File: src/rtl/rv_imem_responder.sv
// rv_imem_responder
//   Answers instruction-fetch requests from a synchronous single-port memory.
//   Holds at most one request in flight, inserts WAIT_STATES wait cycles,
//   and flags requests outside [BASE_ADDR, BASE_ADDR + 4*MEM_WORDS) with o_err.
//
// Ports
//   i_clk, i_reset_n   clock, synchronous active-low reset
//   i_cyc, i_addr      fetch request valid and byte address
//   o_ack              one-cycle response strobe
//   o_instruction      fetched word (zero unless o_ack)
//   o_err              out-of-range response (only with o_ack)
//   o_busy             request outstanding
//   o_mem_re           memory read enable
//   o_mem_addr         memory word index
//   i_mem_rdata        memory data, valid the cycle after o_mem_re
module rv_imem_responder #(
  parameter int unsigned MEM_WORDS   = 4096,
  parameter logic [31:0] BASE_ADDR   = 32'h0000_0000,
  parameter int unsigned WAIT_STATES = 0,
  localparam int         AW          = $clog2(MEM_WORDS)
) (
  input  logic          i_clk,
  input  logic          i_reset_n,
  input  logic          i_cyc,
  input  logic [31:0]   i_addr,
  output logic          o_ack,
  output logic [31:0]   o_instruction,
  output logic          o_err,
  output logic          o_busy,
  output logic          o_mem_re,
  output logic [AW-1:0] o_mem_addr,
  input  logic [31:0]   i_mem_rdata
);

  typedef enum logic [1:0] {S_IDLE, S_WAIT, S_RESP} state_t;

  // 33-bit limit so a window touching the top of the address space cannot wrap.
  localparam logic [32:0] LIMIT = {1'b0, BASE_ADDR} + (33'(MEM_WORDS) << 2);

  state_t        state_q;
  logic [3:0]    cnt_q;
  logic [AW-1:0] addr_q;
  logic          err_q;

  logic          in_range;
  logic          accept;
  logic          last_wait;
  logic [AW-1:0] idx;

  assign in_range  = (i_addr >= BASE_ADDR) && ({1'b0, i_addr} < LIMIT);
  // BASE_ADDR is aligned to the window size, so subtracting it never changes
  // the index bits; the word index is taken straight from the address.
  assign idx       = i_addr[AW+1:2];
  assign accept    = i_reset_n && i_cyc && (state_q == S_IDLE || state_q == S_RESP);
  assign last_wait = (state_q == S_WAIT) && (cnt_q == 4'd1);

  always_ff @(posedge i_clk) begin
    if (!i_reset_n) begin
      state_q <= S_IDLE;
      cnt_q   <= 4'd0;
      addr_q  <= '0;
      err_q   <= 1'b0;
    end else begin
      case (state_q)
        S_IDLE, S_RESP: begin
          if (i_cyc) begin
            addr_q <= idx;
            err_q  <= !in_range;
            if (WAIT_STATES == 0) begin
              state_q <= S_RESP;
            end else begin
              state_q <= S_WAIT;
              cnt_q   <= 4'(WAIT_STATES);
            end
          end else begin
            state_q <= S_IDLE;
          end
        end
        S_WAIT: begin
          // i_cyc is ignored here; the pending request always completes.
          cnt_q <= cnt_q - 4'd1;
          if (cnt_q == 4'd1) state_q <= S_RESP;
        end
        default: state_q <= S_IDLE;
      endcase
    end
  end

  // Outputs are gated by reset so an in-flight request is never acknowledged
  // during the reset cycle itself.
  assign o_ack         = i_reset_n && (state_q == S_RESP);
  assign o_err         = o_ack && err_q;
  assign o_instruction = (o_ack && !err_q) ? i_mem_rdata : 32'h0;
  assign o_busy        = i_reset_n && (state_q != S_IDLE);
  // Read is issued the cycle before RESP: the accept cycle with no wait
  // states, otherwise the final wait cycle.
  assign o_mem_re      = i_reset_n && ((WAIT_STATES == 0) ? (accept && in_range)
                                                          : (last_wait && !err_q));
  assign o_mem_addr    = accept ? idx : addr_q;

endmodule

File: config.mk
export PLATFORM = sky130hd
export DESIGN_NAME = rv_imem_responder
export DESIGN_NICKNAME = d
export VERILOG_FILES = /design/src/rtl/rv_imem_responder.sv
export SDC_FILE = /design/constraint.sdc
export NUM_CORES = 1
export LEC_CHECK = 0
export CAP_MARGIN = 20
export CORE_ASPECT_RATIO = 0.75
export CORE_MARGIN = 2
export CORE_UTILIZATION = 26
export DETAILED_ROUTE_END_ITERATION = 6
export PLACE_DENSITY = 0.81
export SLEW_MARGIN = 20
export SYNTH_ARGS = -nofsm -noshare
export SYNTH_HDL_FRONTEND = slang
export SYNTH_SLANG_ARGS = --single-unit
File: constraint.sdc
create_clock -name i_clk -period 2.33 [get_ports i_clk]
set_input_delay 0.699 -clock i_clk [delete_from_list [all_inputs] [get_ports i_clk]]
set_output_delay 0.699 -clock i_clk [all_outputs]
set_load 0.02 [all_outputs]
==> results.md <==
Run status:
- The run finished, with violations left.
- The checks that failed: setup timing.

Synthesis:
- Counting every net in the synthesized netlist gives 172.
- For this run, the register share of the synthesized area comes to 29.63%.
- In this run, synthesis produced a sequential element count of 14.
- The post-synthesis instance area is 945.9 um2.
- The area fraction of the dominant cell type after synthesis is 29.63%.
- Of all cell types, the one taking the most synthesized area is dfxtp_1.
- In the post-synthesis netlist, the biggest area contributors are dfxtp_1 (30%), and2_1 (22%), mux2_2 (14%), mux2i_1 (13%), nor2b_1 (7.9%).
- Each instance of the synthesized netlist takes up on average 9.009 um2.
- In the synthesized netlist, the number of instances is 105.
- The count of synthesis-stage warnings from yosys is 0.
- The number of different library cells in the post-synthesis netlist is 19.

Min path:
- The instance count along the most critical hold path is 2.
- The type of the worst min-delay path is flip-flop to flip-flop.

GRT:
- The maximum number of pins on one net before global-route repair is 15.
- Global routing used 21.36% of the available tracks.
- The most utilized layer in the global route result is met2.
- The global routing met3 resource utilization is 5.978%.
- After global routing the overflow that remains totals 0.
- The global-route met2 utilization is 42.73%.
- The met1 routing resource usage after global routing is 21.02%.
- The via count of the first global-routing pass is 1374.
- The global-route wire length before repair is 6.803 mm.
- The number of antenna violations at the first check in global routing was 0.

Timing:
- The smallest clock period supported by the final layout is computed as 2.386 ns.
- At the pin with the least slew margin, the transition time is 0.2366 ns.
- The tightest slew margin relative to the limit is 84.29%.
- The share of the clock period used by the worst path after layout is 102.4%.
- The maximum frequency from static timing analysis is 419.0 MHz.
- After layout, the worst setup slack is -0.05642 ns.
- Setup repair after global routing could not meet its margin everywhere.
- Clock skew on the completed layout was measured at 0 ns.
- The number of pins with negative max-slew slack in the final report is 0.
- The final hold violation count came to 0.
- The setup TNS is -0.8083 ns.
- The number of failing setup endpoints in the final timing report is 17.
- The worst hold slack after final layout is 0.5188 ns.

Drt:
- The via count of the routed design is 1264.
- Dividing the detail-routed wire length by the instance count gives 16.53 um.
- Once detail routing completed, the nets flagged for antenna violations numbered 0.
- In the routed design, unresolved DRC markers number 0.
- The wire length after detailed routing is 4.447 mm.
- The via density per instance is 4.699.
- For this run, the detailed router's first-pass iteration total came to 4.
- The count of routing violations after the opening detailed-route iteration is 28.

Power:
- Summed over all cells, the static leakage comes to 1.145 nW.
- The peak supply drop is 0.3852 mV.
- Power spread over the standard cell area amounts to 327.6 nW/um2.
- The total power after layout is 788.2 uW.

Setup path:
- The standard cell with the maximum stage delay on the critical path is and2b_2.
- The data arrival at the endpoint of the critical path is 1.69 ns.
- The delay of the slowest cell on the worst path is 0.23 ns.
- The critical path's most frequent cell is buf_6.
- Walking the worst path, the cells encountered are buf_6, and2_4, and2b_2, buf_6, buf_16, and2_4, buf_6.
- The critical path is of the input pin to output pin type.
- The number of cell instances on the worst register-to-register path is 2.
- The maximum net fanout on the critical path is 8.
- The kind of start point of the critical path is an input pin.
- For the worst setup path, the data required time is 1.63 ns.
- The worst setup path is captured at an output pin.

Floorplanning:
- The effective utilization at floorplan is 28.00%.
- The vertical die dimension is 56.24 um.
- Pin placement for this block handled 115 I/O pins.
- The area enclosed by the die boundary is 4141 um2.
- From left edge to right edge, the die measures 73.65 um.
- The total number of placement rows is 18.
- The placeable core region is 3378 um2.

Clock network:
- In this run, CTS created clock tree buffers numbering 3.
- After clock tree synthesis, the clock-pin slew on the worst setup and hold paths is 0.06 ns.
- The H-tree level count is 1.
- The cell chosen for the clock root is clkbuf_8.
- Counting along the longest clock path gives a buffer depth of 2.
- Clock latency on the worst-skew pair, taken at its later pin, is 0.24 ns.
- Clock tree synthesis found a total of 14 sinks.
- The TritonCTS clock tree is yes.

Finish:
- The net total in the final layout is 298.
- Compared with the post-synthesis result, the final layout area differs by 154.4%.
- The most common cell after layout, fill and taps aside is clkdlybuf4s50_1.
- Fill cells in the final layout number 252.
- In the final layout, flip-flops and latches occupy 280.3 um2.
- The finished layout holds 269 standard cells, fillers aside.
- The number of antenna repair diodes is 0.
- Summing all multi-input logic gate instances after layout gives 750.7 um2.
- The library cells used most frequently in the layout, excluding fill and tap cells, are clkdlybuf4s50_1 (44), buf_6 (43), and2_4 (33).
- The post-route netlist has 57.21% of its cells at a drive strength greater than 1.

Place:
- The count of port buffers added during placement is 112.
- The routability-driven placement congestion ratio is 0.7092.
- The placed instance count is 259.
- The wire-length estimate of the detail-placed layout is 3.008 mm.
- The post-placement worst setup slack is -0.7699 ns.

Flow run:
- The tool flagged a number of max-cap violations equal to 0.
worst paths after layout:
kind | endpoint | slack, ns | start
worst max register to register | err_q | 1.64 | err_q
worst min register to register | addr_q[2] | 0.52 | addr_q[2]
worst max-delay path | o_instruction[8] | -0.06 | i_reset_n
worst min-delay path | addr_q[2] | 0.52 | addr_q[2]
area by class of cell:
| cell class | instances | share of cell area, % |
|---|---|---|
| Clock buffer | 3 | 1.716 |
| Inverter | 2 | 0.3120 |
| Multi-Input combinational cell | 81 | 31.20 |
| Sequential cell | 14 | 11.65 |
| Tap cell | 40 | 2.080 |
| Timing Repair Buffer | 129 | 53.04 |
per-stage QoR:
stage / utilization (%) / cell area, um2
floorplan: - / 950.9
global route: 71.22 / 2406
global placement: 64.11 / 2166
CTS: 70.89 / 2395
finish: 71.22 / 2406
detailed placement: 64.11 / 2166
cells in the mapped netlist:
master	instances
and2_1	33
and2b_1	1
and3_1	1
buf_2	5
buf_4	2
clkbuf_1	1
dfxtp_1	14
inv_1	2
mux2_2	12
mux2i_1	12
nand2_2	1
nand4_1	1
nor2_1	1
nor2b_1	12
nor3_1	1
nor4_1	3
o21a_1	1
o31a_1	1
or4_1	1
state kept, by name (all words and copies together) (netlist names):
signal,flops
state_q,1
addr_q,12
err_q,1
critical path: cells and delay by family:
family                 cells  cell delay, ns
and+or+nand+nor            3            0.48
buffers and inverters      4            0.50
power breakdown:
part	switching, mW	internal, mW	leakage [nW]
sequential	0.00753	0.254	0.116
clock	0.0828	0.114	0.0216
combinational	0.125	0.204	1.01
repair_timing:
action | in CTS | in global routing
hold buffers | 0 | 0
setup endpoints to repair | 48 | 41
gates resized for setup | 338 | 29
pin swaps | 39 | 5
gates cloned | 3 | 0
buffers inserted | 4 | 2
routing by layer:
| metal | vias up | wire, um |
|---|---|---|
| met4 | 0 | 89 |
| met3 | 8 | 333 |
| met2 | 60 | 2462 |
| met1 | 597 | 1561 |
| li1 | 599 | - |
| met5 | - | 0 |
logic make-up after synthesis:
group | count (synthesis) | synth area share, %
buf+inv | 10 | 5.422
flops | 14 | 29.63
simple gates | 55 | 36.24
mux | 24 | 26.98
compound gates | 2 | 1.720
(Power assumes the default switching activity.)
